`src/rtl/dm_arbiter.sv`:
```
// dm_arbiter: CPU/DMA arbiter for the single-ported data RAM; define DM_ARB_FAIR_EN to force DMA after STARVE contested CPU wins.
module dm_arbiter #(
    parameter int AW     = 11,
    parameter int DW     = 32,
    parameter int STARVE = 4
) (
    input  logic          clk,
    input  logic          rst,
    input  logic          cpu_req,
    input  logic          cpu_we,
    input  logic [AW-1:0] cpu_adr,
    input  logic [DW-1:0] cpu_din,
    output logic          cpu_stall,
    output logic          cpu_rvalid,
    output logic [DW-1:0] cpu_dout,
    input  logic          dma_req,
    input  logic          dma_we,
    input  logic [AW-1:0] dma_adr,
    input  logic [DW-1:0] dma_din,
    output logic          dma_gnt,
    output logic          dma_rvalid,
    output logic [DW-1:0] dma_dout,
    output logic [AW-1:0] mem_adr,
    output logic [DW-1:0] mem_din,
    output logic          mem_we,
    input  logic [DW-1:0] mem_dout
);
    if (STARVE < 1 || STARVE > 15) begin : g_bad_starve
        $error("dm_arbiter: STARVE must be 1..15");
    end
    logic cpu_gnt, force_dma;
    logic own_dma_q, own_dma_d, rd_q, rd_d;
`ifdef DM_ARB_FAIR_EN
    logic [3:0] cnt_q, cnt_d;
    always_comb begin
        force_dma = cpu_req & dma_req & (cnt_q == 4'(STARVE));
        cnt_d     = (!dma_req || dma_gnt) ? 4'd0 : (cpu_req ? cnt_q + 4'd1 : cnt_q);
    end
    always_ff @(posedge clk) begin
        if (rst) cnt_q <= 4'd0;
        else     cnt_q <= cnt_d;
    end
`else
    assign force_dma = 1'b0;
`endif
    always_comb begin
        cpu_gnt   = cpu_req & ~force_dma;
        dma_gnt   = dma_req & ~cpu_gnt;
        cpu_stall = cpu_req & ~cpu_gnt;
        mem_adr   = dma_gnt ? dma_adr : cpu_adr;
        mem_din   = dma_gnt ? dma_din : cpu_din;
        mem_we    = dma_gnt ? dma_we : (cpu_gnt & cpu_we);
        rd_d      = (cpu_gnt & ~cpu_we) | (dma_gnt & ~dma_we);
        own_dma_d = dma_gnt;
    end
    always_ff @(posedge clk) begin
        if (rst) begin
            rd_q      <= 1'b0;
            own_dma_q <= 1'b0;
        end else begin
            rd_q      <= rd_d;
            own_dma_q <= own_dma_d;
        end
    end
    assign cpu_rvalid = rd_q & ~own_dma_q;
    assign dma_rvalid = rd_q & own_dma_q;
    assign cpu_dout   = mem_dout;
    assign dma_dout   = mem_dout;
endmodule

```
`config.mk`:
```
export PLATFORM = sky130hd
export DESIGN_NAME = dm_arbiter
export DESIGN_NICKNAME = d
export VERILOG_FILES = /design/src/rtl/dm_arbiter.sv
export SDC_FILE = /design/constraint.sdc
export NUM_CORES = 1
export LEC_CHECK = 0
export ABC_AREA = 1
export BUFFER_PORTS_ARGS = -buffer_cell sky130_fd_sc_hd__buf_2
export CAP_MARGIN = 20
export CORE_AREA = 2 2 91 93
export DETAILED_ROUTE_END_ITERATION = 6
export DIE_AREA = 0 0 93 95
export GPL_ROUTABILITY_DRIVEN = 0
export PLACE_DENSITY = 0.58
export REMOVE_ABC_BUFFERS = 1
export SETUP_SLACK_MARGIN = 0.1
export SYNTH_ARGS = -nofsm -noshare
export SYNTH_HDL_FRONTEND = slang
export SYNTH_SLANG_ARGS = --single-unit
export TNS_END_PERCENT = 100
```
`constraint.sdc`:
```
create_clock -name clk -period 0.8 [get_ports clk]
set_clock_uncertainty 0.1 [all_clocks]
set_input_delay 0.04 -clock clk [delete_from_list [all_inputs] [get_ports clk]]
set_output_delay 0.04 -clock clk [all_outputs]
set_load 0.02 [all_outputs]
```
* Yosys cells after proc, flatten, opt, wreduce, memory -nomap -nowiden
Index checks and enable logic that the tools add are counted.
** Operators by class
- Reduce and logical (&&, ||, !) cells :: 0
- Div/mod/pow operators :: 0
- Eq/ne operators :: 0
- Mux-type cells :: 3
- Order comparisons :: 0
- Add/sub/neg operators :: 0
- Multipliers :: 0
- Shifts and indexed selects :: 0
- Bitwise gates (word level) :: 11
** Operator list (count)
- 2-to-1 mux 32 bit :: 1
- 2-to-1 mux 11 bit :: 1
- AND 1 bit :: 6
- NOT 1 bit :: 4
- 2-to-1 mux 1 bit :: 1
- OR 1 bit :: 1
** Storage, ports and cells
- Register bits after elaboration :: 2
- Output and inout port bits :: 112
- Memories kept :: 0
- Bits in writable memories :: 0
- Bits in read-only memories :: 0
- Bits in latches :: 0
- Word-level logic and storage cells :: 16

* Logic depth before layout (Yosys ltp)
Gate-level depths: netlist (run 1).
- Depth after elaboration :: 4
- Mapped depth :: 5
- Depth with buffers taken out :: 4

* Worst setup path after synthesis (run 1)
OpenSTA, ideal clock, no wires.
- Path kind :: input to output
- Start :: in cpu_req
- End :: out mem_we
- Setup slack :: -0.054 ns
- Cell stages on the path :: 3
- Buffers on the path :: 0
- Arrival time :: 0.714 ns
- Cells stage by stage :: inv_1 nand2_2 o21ai_0
** On the way
- Longest elaborated chain between the ends :: 3
- Elaborated cells between the ends (all ways) :: 4
** Ends and longest elaborated chain
- start, declared :: line 9 : input logic cpu_req,
- NOT 1 bit
- AND 1 bit :: line 48 : dma_gnt = dma_req & ~cpu_gnt;
- 2-to-1 mux 1 bit (*) :: line 52 : mem_we = dma_gnt ? dma_we : (cpu_gnt & cpu_we);
- end, declared :: line 25 : output logic mem_we,
Mark *: on every way between the ends. The rest lies on a longest branch, timed or not.

* Final worst setup path (run 1)
- Start :: in cpu_req
- End :: out mem_adr[9]
** On the way
- Longest elaborated chain between the ends :: 3
** Ends and longest elaborated chain
- NOT 1 bit
- AND 1 bit :: line 48
- 2-to-1 mux 11 bit :: line 50 : mem_adr = dma_gnt ? dma_adr : cpu_adr;
- end, declared :: line 23 : output logic [AW-1:0] mem_adr,
No other way between the ends.

==> results_dict.tcl, run 1 <==
set metrics [dict create \
    crit_path_end_kind "output pin" \
    core-area_mm2 0.007928 \
    netlist-cell-type-count 12 \
    period_needed_ps 949.1 \
    die_x_um 93 \
    setup_tns_ps -5381 \
    avgSynthCellArea_um2 5.220 \
    synthesis.area_mm2 0.001154 \
    port_buffers 138 \
    status "finished with violations" \
    ir_worst_vdd_mv 0.2496 \
    path_clk_slew_ps 30 \
    leakagePower_nw 1.288 \
    setup_viol_count_final 46 \
    rows 33 \
    cts_sinks 2 \
    drc 0 \
    dr_total_vias 1617 \
    first_iter_violations 50 \
    slew_violations 0 \
    yosysWarnings 0 \
    grt_start_max_net_pins 21 \
    rsz0062_at_grt "yes" \
    critPathKind "primary input to output pin" \
    dieArea_mm2 0.008835 \
    dr.pass1.iters 4 \
    grt_pass1_vias 1454 \
    clock_path_buffers 2 \
    diodes 0 \
    ant_nets 0 \
    final_layout_size_suffix_gt1_share_pct 61.33 \
    hold_depth 2 \
    seq_area_frac_synth_pct 3.471 \
    cts_buffers 3 \
    grt.total_usage_pct 15.43 \
    clock.fmax_ghz 1.054 \
    crit_required_ps 660 \
    fp.dieH_um 95 \
    p_per_area_mw_per_mm2 909.6 \
    hold_slack_ps -101.1 \
    routed_via_density 3.993 \
    cp-start-kind "primary input" \
    hold_start "rst" \
    grt_pass1_wl_um 9570 \
    antenna_found_initial 0 \
    h-tree-depth 1 \
    avgRoutedWirePerCell_um 18.24 \
    synth_area_leader_cell "buf_4" \
    violations "negative hold slack, negative setup slack" \
    fin_ws_ps -149.1 \
    worstHoldEndpoint "own_dma_q" \
    start_util_pct 14.55 \
    cts_root_buffer "clkbuf_8" \
    fin_area_mm2 0.002092 \
    place_hpwl_um 5949 \
    cp.arrival_ps 810 \
    gr-total-overflow 0 \
    final_common_cell "nand2_1" \
    ys_ff_latch 2 \
    syn-instance-count 221 \
    placed_cell_area_mm2 0.001518 \
    area_growth_pct 81.35 \
    final_hold_viol_count 66 \
    synth_area_leaders "buf_4, nand2_1, dfxtp_1" \
    synth_top_area_share_pct 45.55 \
    final_cell_mix "nand2_1, buf_2, buf_6" \
    drt-total-wl_um 7388 \
    hp-class "primary input to flip-flop" \
    worstPathMaxFanout 12 \
    cts_tree "done" \
    fin_util_pct 26.39 \
    io_pins 236 \
    drv_cap 0 \
    nNetsFinal 426 \
    period_share_pct 118.6 \
]
-- synth_stat cells --
cell type	instances
a21oi_1	1
nand2_1	133
nor2_4	1
buf_6	2
nand2_2	1
dfxtp_1	2
buf_4	70
buf_2	1
nor2_1	2
conb_1	1
o21ai_0	1
inv_1	6
-- cell type report --
cell class	count	area, um^2
Sequential cell	2	42.54
Timing Repair Buffer	149	1190
Multi-Input combinational cell	140	664.4
Tap cell	105	131.4
Clock buffer	3	41.29
Inverter	6	22.52
Fill cell	881	5836
-- routing by layer --
| metal | routed length, um | GRT usage (%) | vias to the layer above |
|---|---|---|---|
| met2 | 3424 | 25.12 | 186 |
| met3 | 1693 | 15.96 | 8 |
| met4 | 31 | 2.083 | 2 |
| met5 | 79 | 7.143 | - |
| met1 | 2160 | 13.30 | 676 |
| li1 | - | - | 745 |
-- per-stage QoR --
step / power (W) / cells / setup slack (ps)
5_1_grt: 0.002028 / 405 / -210.6
3_3_place_gp: 0.001071 / 397 / -158.8
4_1_cts: 0.001880 / 405 / -136.1
3_5_place_dp: 0.001084 / 397 / -187.7
6_report: 0.001903 / 405 / -149.1
2_1_floorplan: 0.0005882 / 148 / -383.9
-- logic make-up after synthesis --
logic type / share of synthesized area, %
simple gates: 45.45
compound gates: 0.8668
other cells: 0.3251
flops: 3.471
buf+inv: 49.89
-- sequential cells by signal, indices dropped and copies added (netlist names) --
name	cells
own_dma_q	1
rd_q	1
-- worst max-delay path: stages --
cell and delay, ps:
buf_8 100, nor2_4 110, buf_6 160, buf_12 140, nand2_1 50, nand2_1 80, buf_6 120
-- worst max-delay path by stage --
stage,endpoint,startpoint,slack (ps)
6_report,mem_adr[9],cpu_req,-150
5_1_grt,mem_din[29],cpu_req,-210
4_1_cts,mem_din[20],cpu_req,-140
3_5_place_dp,mem_din[12],dma_req,-190
3_3_place_gp,mem_din[6],cpu_req,-160
2_1_floorplan,mem_we,cpu_req,-380
-- what timing repair did --
action / in CTS / in global routing
endpoints found under the setup margin: 47 / 47
setup buffers: 2 / 0
resized for setup: 133 / 11
endpoints found under the hold margin: 66 / 65
cloned: 3 / 0
pin swaps: 11 / 0
-- power breakdown --
part           total, W  internal [W]  switching [W]
Sequential     0.000110      0.000107     0.00000328
Clock          0.000406      0.000319      0.0000868
Combinational   0.00139      0.000705       0.000682
Total           0.00190       0.00113       0.000772
Note: power is estimated with default switching activity, not from simulation.
==> inputs of run 2 (changes only) <==
- CORE_AREA: 2 2 91 93 -> 2 2 92 94
- CTS_BUF_LIST: not set -> sky130_fd_sc_hd__clkbuf_8
- DIE_AREA: 0 0 93 95 -> 0 0 94 96
- PLACE_DENSITY: 0.58 -> 0.55
- clock period: 0.8 -> 1 ns (I/O delays scaled with it)
==> results_dict.tcl, run 2 (same netlist as run 1, synthesis figures left out) <==
set metrics [dict create \
    leakagePower_nw 1.323 \
    h-tree-depth 1 \
    cts_root_buffer "clkbuf_8" \
    ir_worst_vdd_mv 0.1869 \
    crit_required_ps 850 \
    nFillCells 891 \
    cts_sinks 2 \
    critPathKind "primary input to output pin" \
    final_layout_size_suffix_gt1_share_pct 70.96 \
    cts_tree "done" \
    first_iter_violations 36 \
    cts_buffers 3 \
    area_growth_pct 87.85 \
    diodes 0 \
    setup_tns_ps -8.113 \
    p_sw_share_pct 41.06 \
    p_seq_share_pct 5.7 \
    p_per_area_mw_per_mm2 705.9 \
    grt_start_max_net_pins 26 \
    status "finished with violations" \
    grt_pass1_vias 1414 \
    cp_cell_sequence "buf_8, inv_4, nor2_4, buf_12, clkbuf_16, nand2_4, nand2_2, buf_6" \
    antenna_found_initial 0 \
    clock.fmax_ghz 0.9958 \
    slowest_delay_ps 180 \
    fin_ws_ps -4.257 \
    dr_total_vias 1659 \
    drc 0 \
    fp.dieH_um 96 \
    p_total_w 0.001530 \
    start_util_pct 14.33 \
    clock_path_buffers 2 \
    largestRegisters "own_dma_q x1, rd_q x1" \
    switchingPower_w 0.0006282 \
    rsz0062_at_grt "yes" \
    p_int_w 0.0009016 \
    routed_via_density 4.066 \
    io_pins 236 \
    drt-total-wl_um 7744 \
    dr.pass1.iters 4 \
    grt.total_usage_pct 13.59 \
    port_buffers 138 \
    setup_viol_count_final 3 \
    startpoint "dma_req" \
    grt_pass1_wl_um 8618 \
    drv_cap 0 \
    gr-total-overflow 0 \
    nNetsFinal 429 \
    final_cell_mix "buf_2, nand2_1, nand2_2" \
    ant_nets 0 \
    period_share_pct 100.4 \
    violations "negative setup slack" \
    period_needed_ps 1004 \
    worstPathMaxFanout 8 \
    pwr-share-comb_pct 74.1 \
    crit_path_end_kind "output pin" \
    core-area_mm2 0.008051 \
    die_x_um 94 \
    cp.buffers_inverters 5 \
    hp-class "primary input to output pin" \
    final_hold_viol_count 0 \
    rows 33 \
    avgRoutedWirePerCell_um 18.98 \
    hold_slack_ps 0.2200 \
    clockPowerShare_pct 20.1 \
    crit_family "buffers and inverters" \
    cp-start-kind "primary input" \
    slew_violations 0 \
    dieArea_mm2 0.009024 \
    place_hpwl_um 5941 \
    final_common_cell "buf_2" \
    slowest_stage "clkbuf_16" \
    cp.arrival_ps 850 \
    hold_start "mem_dout[15]" \
]
-- run 2: per-stage QoR --
stage,util [%],std cells,worst slack (ps),instance area (um^2)
final,26.92,408,-4.257,2167
after global routing,26.92,408,-51.77,2167
after CTS,21.26,400,24.27,1712
after detailed placement,18.76,396,-11.68,1510
after global placement,18.76,396,5.926,1510
after floorplan,-,148,-203.9,600.6
-- run 2: cell type report --
type	instances	area, um^2	share of cell area [%]
Timing Repair Buffer	152	1185	54.68
Multi-Input combinational cell	140	743.2	34.30
Tap cell	105	131.4	6.062
Sequential cell	2	41.29	1.905
Clock buffer	3	41.29	1.905
Inverter	6	25.02	1.155
-- run 2: power by group through the flow --
stage	Clock (W)	Sequential (W)	Combinational (W)
global placement	0	0.0000875	0.000773
CTS	0.000315	0.0000878	0.000894
finish	0.000308	0.0000878	0.00113
floorplan	0	0.0000874	0.000383
detailed placement	0	0.0000877	0.000779
global route	0.000325	0.0000882	0.00121
-- run 2: repair_timing --
action	in CTS	in global routing
setup buffers	0	2
gates cloned	0	6
pin swaps	0	24
hold buffers	1	0
endpoints found under the setup margin	46	47
endpoints found under the hold margin	2	0
resized for setup	59	96
-- run 2: metal layers --
| metal | part of all wire (%) | track usage [%] | vias up |
|---|---|---|---|
| li1 | - | - | 753 |
| met1 | 30 | 11.20 | 728 |
| met2 | 48 | 22.92 | 172 |
| met3 | 21 | 14.25 | 4 |
| met4 | 0.25 | 1.087 | 2 |
| met5 | 0.76 | 7.143 | - |
-- run 2: final timing paths --
check	endpoint	slack (ps)	depth (start not counted)
worst max-delay path	mem_din[19]	-4	8
worst min-delay path	cpu_dout[15]	0.2	0
==> inputs of run 3 (changes only) <==
- CORE_AREA: 2 2 92 94 -> 2 2 91 93
- DIE_AREA: 0 0 94 96 -> 0 0 93 95
- PLACE_DENSITY: 0.55 -> 0.58
- clock period: 1 -> 0.9 ns (I/O delays scaled with it)
==> results_dict.tcl, run 3 (same netlist as run 1, synthesis figures left out) <==
set metrics [dict create \
    period_share_pct 114.4 \
    leakagePower_nw 1.357 \
    clock_path_buffers 2 \
    dr.pass1.iters 4 \
    ant_nets 0 \
    cp-start-kind "primary input" \
    io_pins 236 \
    post-place-ws_ps -92.90 \
    path_clk_slew_ps 30 \
    cts_tree "done" \
    fp.dieH_um 95 \
    largestRegisters "own_dma_q x1, rd_q x1" \
    slowest_delay_ps 840 \
    drc 0 \
    final_cells 416 \
    cp.buffers_inverters 1 \
    hp-class "primary input to flip-flop" \
    routed_via_density 4.065 \
    worstPathMaxFanout 2 \
    h-tree-depth 1 \
    drt-total-wl_um 7763 \
    grt_start_max_net_pins 21 \
    hold_slack_ps -16.03 \
    clock.fmax_ghz 0.9712 \
    rsz0062_at_grt "yes" \
    rows 33 \
    drv_cap 0 \
    crit_family "buffers and inverters" \
    ir_worst_vdd_mv 0.2286 \
    cts_buffers 3 \
    slew_violations 0 \
    avgRoutedWirePerCell_um 18.66 \
    violations "negative hold slack, negative setup slack" \
    start_util_pct 14.55 \
    grt_pass1_wl_um 9894 \
    core-area_mm2 0.007928 \
    cp_cell_sequence "dlygate4sd3_1" \
    antenna_found_initial 0 \
    port_buffers 138 \
    final_hold_viol_count 51 \
    final_common_cell "nand2_1" \
    cp.arrival_ps 880 \
    p_per_area_mw_per_mm2 807.8 \
    final_cell_mix "nand2_1, buf_2, buf_6" \
    period_needed_ps 1030 \
    nNetsFinal 437 \
    cts_root_buffer "clkbuf_8" \
    area_growth_pct 95.99 \
    status "finished with violations" \
    dr_total_vias 1691 \
    fin_ws_ps -129.6 \
    nFillCells 868 \
    first_iter_violations 36 \
    critPathKind "primary input to output pin" \
    final_layout_size_suffix_gt1_share_pct 64.31 \
    dieArea_mm2 0.008835 \
    die_x_um 93 \
    dp_cells 397 \
    gr-total-overflow 0 \
    grt.total_usage_pct 15.88 \
    crit_required_ps 750 \
    diodes 0 \
    setup_viol_count_final 58 \
    slowest_stage "dlygate4sd3_1" \
    grt_pass1_vias 1542 \
    place_hpwl_um 5890 \
    cts_sinks 2 \
    crit_path_end_kind "output pin" \
]
## run 3: cell type report
| class | instances | area, um^2 | share of cell area, % |
|---|---|---|---|
| clock buffer | 3 | 41.29 | 1.826 |
| inverter | 6 | 22.52 | 0.9961 |
| multi-input combinational | 140 | 694.4 | 30.71 |
| sequential | 2 | 42.54 | 1.882 |
| tap | 105 | 131.4 | 5.811 |
| timing repair buffer | 160 | 1329 | 58.77 |
## run 3: routing by layer
| metal | share of wire [%] | up-vias | track usage [%] |
|---|---|---|---|
| met3 | 23 | 9 | 17.80 |
| li1 | - | 766 | - |
| met2 | 48 | 177 | 27.11 |
| met5 | 0.89 | - | 5.952 |
| met1 | 27 | 737 | 11.78 |
| met4 | 0.91 | 2 | 2.696 |
## run 3: where the power goes
part | internal, W | leakage (nW) | total (W) | switching (W)
Clock | 0.000283 | 0.0216 | 0.000359 | 0.0000759
Combinational | 0.000683 | 1.32 | 0.00137 | 0.000686
Sequential | 0.0000953 | 0.0172 | 0.0000984 | 0.00000308
Total | 0.00106 | 1.36 | 0.00183 | 0.000765
## run 3: metrics by stage
step	instance area (um^2)	util [%]	power, W	TNS [ps]
finish	2261	28.52	0.001826	-3949
global route	2261	28.52	0.001940	-5948
CTS	2098	26.47	0.001698	-1605
detailed placement	1518	19.14	0.0009618	-2988
global placement	1518	19.14	0.0009516	-2412
floorplan	600.6	-	0.0005228	-8020
## run 3: path summary, 6_finish.rpt
kind               startpoint           to  slack (ps)  cells after the start
setup / recovery  mem_dout[8]  cpu_dout[8]        -130                      1
hold / removal            rst         rd_q         -20                      4
## run 3: timing repair
action                                  CTS  global route
endpoints found under the setup margin   47            48
cloned                                    3             1
gates resized for setup                 141            21
hold buffers                              1             8
pin swaps                                12            14
buffers inserted                          3             1
hold endpoints to repair                 66            65
## run 3: tightest hold or removal path: cells and delay by family
kind / cells / cell delay, ps
AOI/OAI and AO/OA: 1 / 40
buffers and inverters: 2 / 120
and+or+nand+nor: 1 / 50
